==> src/rtl/vga_timing_pkg.sv <==
// Shared 640x480@60 timing constants, tracker state encoding and the expected
// sync-level helper used by both the VGA generator and the sync tracker.
package vga_timing_pkg;

    localparam logic [9:0] H_TOTAL      = 10'd800;
    localparam logic [9:0] H_ACTIVE     = 10'd640;
    localparam logic [9:0] H_SYNC_START = 10'd656;
    localparam logic [9:0] H_SYNC_END   = 10'd752;
    localparam logic [9:0] V_TOTAL      = 10'd525;
    localparam logic [9:0] V_ACTIVE     = 10'd480;
    localparam logic [9:0] V_SYNC_START = 10'd490;
    localparam logic [9:0] V_SYNC_END   = 10'd492;
    localparam int unsigned LOCK_FRAMES = 2;

    typedef enum logic [1:0] {
        SEARCH = 2'd0,
        VERIFY = 2'd1,
        LOCKED = 2'd2
    } trk_state_e;

    // Active-low sync: low inside [start, stop), high elsewhere.
    function automatic logic sync_level_exp(
        input logic [9:0] cnt,
        input logic [9:0] start,
        input logic [9:0] stop
    );
        return !((cnt >= start) && (cnt < stop));
    endfunction

endpackage

==> src/rtl/vga_sync_edge.sv <==
// Falling-edge detector for one active-low sync line; the previous level
// resets high so a line held low through reset does not fake an edge.
module vga_sync_edge (
    input  logic clk,
    input  logic nRst,
    input  logic sync_i,
    output logic fall_o
);

    logic level_q;

    // Previous-cycle sync level.
    always_ff @(posedge clk or negedge nRst) begin
        if (!nRst) begin
            level_q <= 1'b1;
        end else begin
            level_q <= sync_i;
        end
    end

    assign fall_o = level_q & ~sync_i;

endmodule

==> src/rtl/vga_sync_tracker.sv <==
// Recovers (hpos, vpos) from sampled hsync/vsync, verifies the stream against
// the configured VGA timing and reports lock and per-cycle sync errors.
module vga_sync_tracker #(
    parameter logic [9:0]  H_TOTAL      = vga_timing_pkg::H_TOTAL,
    parameter logic [9:0]  H_ACTIVE     = vga_timing_pkg::H_ACTIVE,
    parameter logic [9:0]  H_SYNC_START = vga_timing_pkg::H_SYNC_START,
    parameter logic [9:0]  H_SYNC_END   = vga_timing_pkg::H_SYNC_END,
    parameter logic [9:0]  V_TOTAL      = vga_timing_pkg::V_TOTAL,
    parameter logic [9:0]  V_ACTIVE     = vga_timing_pkg::V_ACTIVE,
    parameter logic [9:0]  V_SYNC_START = vga_timing_pkg::V_SYNC_START,
    parameter logic [9:0]  V_SYNC_END   = vga_timing_pkg::V_SYNC_END,
    parameter int unsigned LOCK_FRAMES  = vga_timing_pkg::LOCK_FRAMES
) (
    input  logic       clk,
    input  logic       nRst,
    input  logic       hsync_in,
    input  logic       vsync_in,
    output logic [9:0] hpos,
    output logic [9:0] vpos,
    output logic       active,
    output logic       locked,
    output logic       frame_start,
    output logic       sync_err
);

    import vga_timing_pkg::*;

    localparam int unsigned GOOD_W = $clog2(LOCK_FRAMES + 2);
    localparam logic [GOOD_W-1:0] GOOD_LOCK = GOOD_W'(LOCK_FRAMES);

    logic [9:0]        hcnt_q, hcnt_d, vcnt_q, vcnt_d;
    logic [9:0]        hcnt_inc_s, vcnt_inc_s;
    trk_state_e        state_q, state_d;
    logic              h_aligned_q, h_aligned_d;
    logic [GOOD_W-1:0] good_q, good_d, good_inc_s;
    logic              hfall_s, vfall_s, mismatch_s, h_wrap_s;

    vga_sync_edge u_hs_edge (
        .clk    (clk),
        .nRst   (nRst),
        .sync_i (hsync_in),
        .fall_o (hfall_s)
    );

    vga_sync_edge u_vs_edge (
        .clk    (clk),
        .nRst   (nRst),
        .sync_i (vsync_in),
        .fall_o (vfall_s)
    );

    assign h_wrap_s   = (hcnt_q == (H_TOTAL - 10'd1));
    assign hcnt_inc_s = h_wrap_s ? 10'd0 : (hcnt_q + 10'd1);
    assign vcnt_inc_s = !h_wrap_s ? vcnt_q :
                        ((vcnt_q == (V_TOTAL - 10'd1)) ? 10'd0 : (vcnt_q + 10'd1));
    assign good_inc_s = (good_q >= GOOD_LOCK) ? GOOD_LOCK : (good_q + GOOD_W'(1));

    // Level check is against the counters for this very sample, so a
    // misplaced edge is caught in the cycle it arrives.
    assign mismatch_s = (hsync_in != sync_level_exp(hcnt_q, H_SYNC_START, H_SYNC_END)) ||
                        (vsync_in != sync_level_exp(vcnt_q, V_SYNC_START, V_SYNC_END));

    // Next-state: counter reloads in SEARCH, error/lock tracking otherwise.
    always_comb begin
        hcnt_d      = hcnt_inc_s;
        vcnt_d      = vcnt_inc_s;
        state_d     = state_q;
        h_aligned_d = h_aligned_q;
        good_d      = good_q;
        case (state_q)
            SEARCH: begin
                // Reload to the sample after the one carrying the edge.
                if (hfall_s) begin
                    hcnt_d      = H_SYNC_START + 10'd1;
                    h_aligned_d = 1'b1;
                end else begin
                    hcnt_d      = hcnt_inc_s;
                    h_aligned_d = h_aligned_q;
                end
                if (vfall_s && h_aligned_q) begin
                    vcnt_d  = V_SYNC_START;
                    good_d  = '0;
                    state_d = VERIFY;
                end else begin
                    vcnt_d  = vcnt_inc_s;
                    good_d  = good_q;
                    state_d = SEARCH;
                end
            end
            VERIFY, LOCKED: begin
                if (mismatch_s) begin
                    state_d     = SEARCH;
                    h_aligned_d = 1'b0;
                end else if (vfall_s && (state_q == VERIFY)) begin
                    good_d  = good_inc_s;
                    state_d = (good_inc_s >= GOOD_LOCK) ? LOCKED : VERIFY;
                end else begin
                    good_d  = good_q;
                    state_d = state_q;
                end
            end
            default: begin
                state_d     = SEARCH;
                h_aligned_d = 1'b0;
                good_d      = '0;
            end
        endcase
    end

    // State and counter registers.
    always_ff @(posedge clk or negedge nRst) begin
        if (!nRst) begin
            hcnt_q      <= 10'd0;
            vcnt_q      <= 10'd0;
            state_q     <= SEARCH;
            h_aligned_q <= 1'b0;
            good_q      <= '0;
        end else begin
            hcnt_q      <= hcnt_d;
            vcnt_q      <= vcnt_d;
            state_q     <= state_d;
            h_aligned_q <= h_aligned_d;
            good_q      <= good_d;
        end
    end

    assign hpos        = hcnt_q;
    assign vpos        = vcnt_q;
    assign locked      = (state_q == LOCKED);
    assign active      = locked & (hcnt_q < H_ACTIVE) & (vcnt_q < V_ACTIVE);
    assign frame_start = locked & (hcnt_q == 10'd0) & (vcnt_q == 10'd0);
    assign sync_err    = (state_q != SEARCH) & mismatch_s;

endmodule
==> config.mk <==
export PLATFORM = sky130hd
export DESIGN_NAME = vga_sync_tracker
export DESIGN_NICKNAME = d
export VERILOG_FILES = /design/src/rtl/vga_timing_pkg.sv /design/src/rtl/vga_sync_edge.sv /design/src/rtl/vga_sync_tracker.sv
export SDC_FILE = /design/constraint.sdc
export NUM_CORES = 1
export LEC_CHECK = 0
export CAP_MARGIN = 15
export CORE_MARGIN = 10
export CORE_UTILIZATION = 56
export DETAILED_ROUTE_END_ITERATION = 10
export GPL_ROUTABILITY_DRIVEN = 0
export PLACE_DENSITY = 0.87
export SETUP_SLACK_MARGIN = 0.3
export SLEW_MARGIN = 20
export SYNTH_ARGS = -nofsm -noshare
export SYNTH_HDL_FRONTEND = slang
export SYNTH_SLANG_ARGS = --single-unit
==> constraint.sdc <==
create_clock -name clk -period 2.9 [get_ports clk]
set_input_delay 0.435 -clock clk [delete_from_list [all_inputs] [get_ports clk]]
set_output_delay 0.435 -clock clk [all_outputs]
set_load 0.01 [all_outputs]
==> impl_metrics.json, run 1 <==
{
  "grt_max_degree": 28,
  "grt.total_usage_pct": 14.4,
  "period_share_pct": 86.9,
  "num_vias": 1415,
  "r2r-start": "vpos[4]",
  "p_per_area_nw_per_um2": 477,
  "cts_max_path_buffers": 2,
  "io_pins": 28,
  "reg2reg_to": "h_aligned_q",
  "die_area_um2": 5460,
  "clk_pin_slew_ns": 0.15,
  "crit_required_ns": 2.47,
  "ys_seq_area_share_pct": 41.7,
  "synth_edf_count": 0,
  "path_max_fanout": 2,
  "dp_hpwl_mm": 2.96,
  "hold_viol_final": 0,
  "synth_compound_area_share_pct": 9.07,
  "fmax_ghz": 0.397,
  "tns_ns": 0,
  "synthMuxAreaShare_pct": 1.23,
  "crit_arrival_ns": 2.09,
  "synth_flop_cell": "dfrtp_1",
  "ff2ff_setup_slack_ns": 0.72,
  "core_um2": 2760,
  "synth-seq-cells": 27,
  "initial_core_util_pct": 59.0,
  "fin_nets": 220,
  "rows": 19,
  "async_flop_share_pct": 100,
  "die_w_um": 73.9,
  "first_global_vias": 1345,
  "io_buffers": 27,
  "clk_latency_ns": 0.32,
  "wl_per_cell_um": 16.6,
  "worstSetupPathType": "reg -> out",
  "yosysWarnings": 0,
  "antenna_found_initial": 0,
  "syn_avg_cell_area_um2": 9.63,
  "viasPerCell": 5.97,
  "stdcell_count": 237,
  "maxCapViolations": 0,
  "syn_to_final_growth_pct": 23.8,
  "slew_viol_final": 0,
  "critPathCaptureType": "output port",
  "startpoint": "vpos[4]",
  "htreeDepth": 1,
  "synth_top_family_by_area": "simple AND/OR/NAND/NOR gates",
  "dp_cells": 227,
  "grt_pass1_wl_mm": 6.38,
  "syn_inst": 169,
  "synth-adder-area-share_pct": 6.92,
  "synth.distinct_cells": 42,
  "yosys.area_share.simple_pct": 29.4,
  "hold_buffers": 0,
  "leakage_nw": 0.846,
  "setup_violations": 0,
  "drt_first_iter_violations": 117,
  "clkSinkCount": 27,
  "cts_tree": "yes",
  "hp-class": "in -> async",
  "antenna_cells": 0,
  "cts_inserted_buffers": 3,
  "max-vdd-ir-drop_uv": 481,
  "startpoint_type": "flop",
  "ant_nets": 0,
  "cts-root-buf": "clkbuf_4",
  "remaining_drc_errors": 0,
  "tightest_slew_ns": 0.700,
  "slew_headroom_pct": 53.1,
  "die_h_um": 73.9,
  "synth_xor_area_share_pct": 9.15,
  "post_dp_cell_area_um2": 1930,
  "outcome": "finished, final reports clean",
  "drive_above_1_share_pct": 16.0,
  "final_area_um2": 2020,
  "grt-ovfl-total": 0,
  "skew_ns": 0.00744,
  "finalWirelength_mm": 3.94,
  "min_period_ns": 2.52,
  "syn_area_um2": 1630,
  "rsz0062_at_grt": "no",
  "synthesis.nets": 182,
  "firstDrtPassIters": 4,
  "ff2ff_path_depth": 6
}
synthesized netlist by cell type (3+ instances only):
cell type / instances / area share (%)
nand2_1: 22 / 5.1
nand4_1: 4 / 1.5
or2_2: 3 / 1.2
nand3_1: 4 / 1.2
a21oi_1: 6 / 1.8
o21ai_0: 4 / 1.2
xnor2_1: 11 / 5.9
nor2_1: 11 / 2.5
dfrtp_1: 25 / 38
ha_1: 9 / 6.9
inv_1: 8 / 1.8
nor4_1: 3 / 1.2
and3_1: 7 / 2.7
xor2_1: 6 / 3.2
nor3_1: 11 / 3.4
flip-flops by register name (all words and copies together), names as in the netlist:
signal / flops
good_q: 2
h_aligned_q: 1
hpos: 10
state_q: 2
u_hs_edge.level_q: 1
u_vs_edge.level_q: 1
vpos: 10
worst max-delay path by stage:
stage          slack, ns       end  cells past startpoint
4_1_cts             0.39  sync_err                      5
6_report            0.38  sync_err                      5
3_5_place_dp        0.36  sync_err                      5
5_1_grt             0.32  sync_err                      5
3_3_place_gp        0.38  sync_err                      5
2_1_floorplan       0.95  sync_err                      4
where the power goes:
| group | switching [mW] | internal, mW | total (mW) |
|---|---|---|---|
| Clock | 0.112 | 0.0516 | 0.163 |
| Combinational | 0.153 | 0.159 | 0.312 |
| Sequential | 0.0632 | 0.424 | 0.487 |
| Total | 0.327 | 0.635 | 0.962 |
timing repair:
item	in CTS	in global routing
setup buffers	6	0
endpoints found under the hold margin	0	0
endpoints found under the setup margin	2	0
resized for setup	9	0
layout make-up:
cell class / count / area (um^2)
timing repair buffer: 34 / 320
fill: 214 / 742
sequential: 27 / 686
clock inverter: 1 / 5.00
inverter: 8 / 30.0
clock buffer: 3 / 22.5
tap: 31 / 38.8
multi-input combinational: 133 / 913
layer usage:
metal / vias to the layer above / global-route usage (%) / routed length, um
li1: 668 / - / -
met4: 0 / 3.73 / 35
met5: - / 0 / 0
met2: 51 / 25.1 / 1940
met3: 6 / 3.90 / 319
met1: 690 / 17.1 / 1650
through the flow:
stage          setup WS (ns)  utilization (%)  hold WS, ns  total power, mW
6_report               0.380             73.1        0.475            0.962
5_1_grt                0.321             73.1        0.491             1.01
4_1_cts                0.385             73.1        0.480            0.963
3_5_place_dp           0.358             70.1        0.535            0.785
3_3_place_gp           0.376             70.1        0.512            0.769
2_1_floorplan          0.954                -        0.139            0.647
critical path, cell delays in order, from the launching register on:
cell and delay [ns]:
dfrtp_2 0.44, or4b_4 0.55, nor3_4 0.24, xor2_1 0.16, a21oi_1 0.08, dlygate4sd2_1 0.29
cells by family (layout without fill, tap and decap cells):
kind of cell | Yosys count | after routing
muxes | 2 | 2
xor gates and xnor gates | 17 | 17
buffers and inverters | 9 | 46
DFF | 27 | 27
and+or+nand+nor | 83 | 83
adders and majority gates | 9 | 9
AOI/OAI and AO/OA | 22 | 22
cell usage in the layout (no fill, tap or decap), types with 3 or more instances in the layout:
cell	n
nor2_1	11
ha_1	9
or2_2	3
xor2_1	6
nand3_1	4
nor4_1	3
dfrtp_2	6
nand2_1	22
nor3_1	10
xnor2_1	11
clkbuf_4	3
and3_1	7
buf_4	7
clkdlybuf4s50_1	25
dfrtp_1	19
o21ai_0	4
a21oi_1	6
nand4_1	4
inv_1	8
(Power assumes the default switching activity.)
==> run 2: changes to the inputs <==
--- a/config.mk
+++ b/config.mk
@@ -12,6 +12,7 @@
 export GPL_ROUTABILITY_DRIVEN = 0
 export PLACE_DENSITY = 0.87
 export SETUP_SLACK_MARGIN = 0.3
+export SKIP_CTS_REPAIR_TIMING = 1
 export SLEW_MARGIN = 20
 export SYNTH_ARGS = -nofsm -noshare
 export SYNTH_HDL_FRONTEND = slang
==> run 2 against run 1 <==
Effect of this change:
- flip-flop and latch count stayed put
- total power is 0.52% higher
- global-route usage is 0.52 points lower
- die area stayed put
- wire length is 0.38% higher
- core utilization is 0.73 points higher
- setup slack better by 0.092 ns
- critical path type unchanged
==> impl_metrics.json, run 2 (synthesis results as in run 1) <==
{
  "first_global_vias": 1326,
  "met3_usage_pct": 3.90,
  "ff2ff_setup_slack_ns": 0.81,
  "path_max_fanout": 8,
  "grt_pass1_wl_mm": 6.14,
  "tightest_slew_ns": 0.704,
  "io_pins": 28,
  "period_share_pct": 83.7,
  "clk_pin_slew_ns": 0.14,
  "viasPerCell": 5.98,
  "antenna_cells": 0,
  "core_um2": 2760,
  "firstDrtPassIters": 4,
  "grt_busiest_layer": "met2",
  "tns_ns": 0,
  "final_area_um2": 2040,
  "reg2reg_to": "h_aligned_q",
  "post_dp_cell_area_um2": 1930,
  "cts-root-buf": "clkbuf_4",
  "max-vdd-ir-drop_uv": 480,
  "layout_common_cells": "clkdlybuf4s50_1 (25), nand2_1 (22), dfrtp_1 (19)",
  "rows": 19,
  "io_buffers": 27,
  "wl_per_cell_um": 16.7,
  "slew_headroom_pct": 52.8,
  "leakage_nw": 0.873,
  "ant_nets": 0,
  "critPathCaptureType": "output port",
  "skew_ns": 0.00476,
  "fin_ws_ns": 0.472,
  "num_vias": 1418,
  "grt-ovfl-total": 0,
  "hold_viol_final": 0,
  "worstSetupPathType": "reg -> out",
  "startpoint_type": "flop",
  "drive_above_1_share_pct": 17.0,
  "startpoint": "vpos[3]",
  "maxCapViolations": 0,
  "clk_latency_ns": 0.32,
  "crit_required_ns": 2.47,
  "die_h_um": 73.9,
  "clkSinkCount": 27,
  "use_met1_pct": 16.3,
  "fin_util_pct": 73.8,
  "outcome": "finished, final reports clean",
  "remaining_drc_errors": 0,
  "cts_max_path_buffers": 2,
  "worstSetupEndpoint": "sync_err",
  "dp_hpwl_mm": 2.96,
  "drt_first_iter_violations": 134,
  "die_area_um2": 5460,
  "final_common_cell": "clkdlybuf4s50_1",
  "grt_util_met2_pct": 24.2,
  "min_period_ns": 2.43,
  "cts_tree": "yes",
  "initial_core_util_pct": 59.0,
  "slew_viol_final": 0,
  "syn_to_final_growth_pct": 25.1,
  "grt.total_usage_pct": 13.9,
  "setup_violations": 0,
  "rsz0062_at_grt": "no",
  "die_w_um": 73.9,
  "hp-class": "in -> async",
  "power_mw": 0.967,
  "antenna_found_initial": 0,
  "grt_max_degree": 28,
  "fmax_ghz": 0.412,
  "p_per_area_nw_per_um2": 475,
  "place_ws_ns": 0.358,
  "finalWirelength_mm": 3.96,
  "cts_inserted_buffers": 3,
  "crit_arrival_ns": 1.99,
  "fin_nets": 220,
  "htreeDepth": 1,
  "r2r-start": "vpos[3]",
  "ff2ff_path_depth": 5
}
-- run 2: changes by cell type in the layout (fill, tap and decap cells not counted), sizes merged --
cell	delta
dlygate4sd2	-2
dlymetal6s2s	+2
-- run 2: layout make-up --
cell class	count	area, um^2
Multi-Input combinational cell	133	926
Fill cell	210	722
Sequential cell	27	686
Timing Repair Buffer	34	328
Tap cell	31	38.8
Inverter	8	30.0
Clock buffer	3	22.5
Clock inverter	1	5.00
-- run 2: routing by layer --
metal | part of all wire [%] | vias up
li1 | - | 672
met1 | 41 | 684
met2 | 50 | 53
met3 | 8.1 | 9
met4 | 1.1 | 0
met5 | 0 | -
-- run 2: per-stage QoR --
stage          hold slack, ns  std cells
2_1_floorplan           0.139        169
3_3_place_gp            0.512        227
3_5_place_dp            0.535        227
4_1_cts                 0.480        231
5_1_grt                 0.491        237
6_report                0.475        237
-- run 2: worst min path at each step --
stage	depth (start not counted)	endpoint	start	slack, ns
after floorplan	0	good_q[0]	nRst	0.14
after global placement	1	good_q[0]	good_q[0]	0.51
after detailed placement	1	h_aligned_q	h_aligned_q	0.53
after CTS	2	vpos[2]	nRst	0.48
after global routing	2	hpos[1]	nRst	0.49
final	2	vpos[2]	nRst	0.47
-- run 2: power by group --
group	internal [mW]	switching, mW
sequential	0.424	0.0670
combinational	0.164	0.149
clock	0.0517	0.111
total	0.640	0.327
-- run 2: critical path: stages, from the launching register on --
cell	delay [ns]
dfrtp_1	0.53
or4b_4	0.52
nor3_4	0.20
xor2_1	0.16
a21oi_1	0.08
dlymetal6s2s_1	0.17
==> run 3: changes to the inputs <==
--- a/config.mk
+++ b/config.mk
@@ -7,10 +7,10 @@
 export LEC_CHECK = 0
 export CAP_MARGIN = 15
 export CORE_MARGIN = 10
-export CORE_UTILIZATION = 56
+export CORE_UTILIZATION = 52
 export DETAILED_ROUTE_END_ITERATION = 10
 export GPL_ROUTABILITY_DRIVEN = 0
-export PLACE_DENSITY = 0.87
+export PLACE_DENSITY = 0.82
 export SETUP_SLACK_MARGIN = 0.3
 export SKIP_CTS_REPAIR_TIMING = 1
 export SLEW_MARGIN = 20
==> constraint.sdc (replaced) <==
create_clock -name clk -period 2.3 [get_ports clk]
set_input_delay 0.345 -clock clk [delete_from_list [all_inputs] [get_ports clk]]
set_output_delay 0.345 -clock clk [all_outputs]
set_load 0.01 [all_outputs]
==> run 3 against run 2 <==
Effect of this change:
- global-route usage down 0.29 points
- flip-flop and latch count unchanged
- via count up 4.1%
- first-iteration DRC count down 40%
- clock skew up 0.010 ns
- critical path type unchanged
- critical endpoint unchanged
- highest routed layer unchanged
==> impl_metrics.json, run 3 (synthesis results as in run 1) <==
{
  "outcome": "finished, final reports clean",
  "die_w_um": 76.0,
  "first_global_vias": 1480,
  "worstSetupPathType": "reg -> out",
  "syn_to_final_growth_pct": 42.0,
  "initial_core_util_pct": 53.8,
  "core_um2": 3030,
  "die_area_um2": 5770,
  "fin_ws_ns": 0.0950,
  "final_common_cell": "buf_4",
  "htreeDepth": 1,
  "cts-root-buf": "clkbuf_4",
  "cp_cell_sequence": "or4b_4 -> nor3_4 -> xor2_1 -> a21oi_2 -> buf_2",
  "drt_first_iter_violations": 80,
  "tns_ns": 0,
  "slowest_delay_ns": 0.55,
  "path_max_fanout": 2,
  "cts_inserted_buffers": 3,
  "cts_max_path_buffers": 2,
  "grt_max_degree": 28,
  "maxCapViolations": 0,
  "critPathCaptureType": "output port",
  "dp_hpwl_mm": 3.15,
  "p_per_area_nw_per_um2": 556,
  "tightest_slew_ns": 0.381,
  "max-vdd-ir-drop_uv": 558,
  "cts_tree": "yes",
  "period_share_pct": 95.9,
  "slew_headroom_pct": 74.4,
  "clk_latency_ns": 0.34,
  "layout_common_cells": "buf_4 (25), clkdlybuf4s50_1 (24), dfrtp_1 (23)",
  "hold_ws_ns": 0.350,
  "io_buffers": 27,
  "fmax_ghz": 0.454,
  "wl_per_cell_um": 16.5,
  "slowest_stage": "or4b_4",
  "place_ws_ns": 0.00694,
  "startpoint_type": "flop",
  "hold_viol_final": 0,
  "stdcell_count": 272,
  "die_h_um": 76.0,
  "slew_viol_final": 0,
  "num_vias": 1476,
  "min_period_ns": 2.20,
  "clkSinkCount": 27,
  "grt_pass1_wl_mm": 6.82,
  "leakage_nw": 1.02,
  "crit_arrival_ns": 1.86,
  "antenna_found_initial": 0,
  "clk_pin_slew_ns": 0.16,
  "remaining_drc_errors": 0,
  "rows": 20,
  "dp_cells": 259,
  "finalWirelength_mm": 4.48,
  "ant_nets": 0,
  "skew_ns": 0.0149,
  "viasPerCell": 5.43,
  "grt-ovfl-total": 0,
  "crit_required_ns": 1.96,
  "fin_util_pct": 76.4,
  "hp-class": "in -> async",
  "grt.total_usage_pct": 13.6,
  "fin_nets": 242,
  "io_pins": 28,
  "firstDrtPassIters": 4,
  "antenna_cells": 0,
  "setup_violations": 0,
  "rsz0062_at_grt": "yes",
  "drive_above_1_share_pct": 29.8
}
==> run 3: critical path, delay by kind of cell, from the launching register on <==
family / cells / cell delay [ns]
AO/OA/AOI/OAI: 1 / 0.07
XOR/XNOR: 1 / 0.20
AND/OR/NAND/NOR: 2 / 0.72
buffers and inverters: 1 / 0.14
flip-flops: 1 / 0.40
==> run 3: worst paths after layout <==
check                          start           endpoint  depth (start not counted)  slack (ns)
max                          vpos[4]           sync_err                          5         0.1
max reg2reg                  vpos[4]        h_aligned_q                          7        0.24
min in group clk            hsync_in  u_hs_edge.level_q                          1        0.49
min                             nRst            vpos[0]                          2        0.35
max in group asynchronous       nRst  u_vs_edge.level_q                          2        1.62
min reg2reg                good_q[0]          good_q[0]                          1        0.56
==> run 3: layout make-up <==
type / count / area [um^2]
sequential: 27 / 681
fill: 207 / 716
clock inverter: 1 / 5.00
tap: 44 / 55.1
timing repair buffer: 56 / 495
inverter: 8 / 30.0
multi-input combinational: 133 / 1020
clock buffer: 3 / 22.5
==> run 3: where the power goes <==
group | leakage [nW] | switching (mW) | internal, mW | total [mW]
Clock | 0.0177 | 0.146 | 0.0654 | 0.212
Sequential | 0.309 | 0.0688 | 0.532 | 0.601
Combinational | 0.691 | 0.230 | 0.244 | 0.474
Total | 1.02 | 0.445 | 0.841 | 1.29
==> run 3: routing by layer <==
layer,vias to the layer above,share of wire [%],GRT usage (%)
met5,-,0,0
met2,33,54,24.4
met4,0,1.0,3.60
met3,6,3.7,2.95
met1,720,41,15.8
li1,717,-,-
==> run 3: stage by stage <==
step	power, mW	area (um^2)
2_1_floorplan	0.816	1630
5_1_grt	1.37	2310
3_3_place_gp	1.01	2090
4_1_cts	1.25	2120
3_5_place_dp	1.03	2090
6_report	1.29	2310
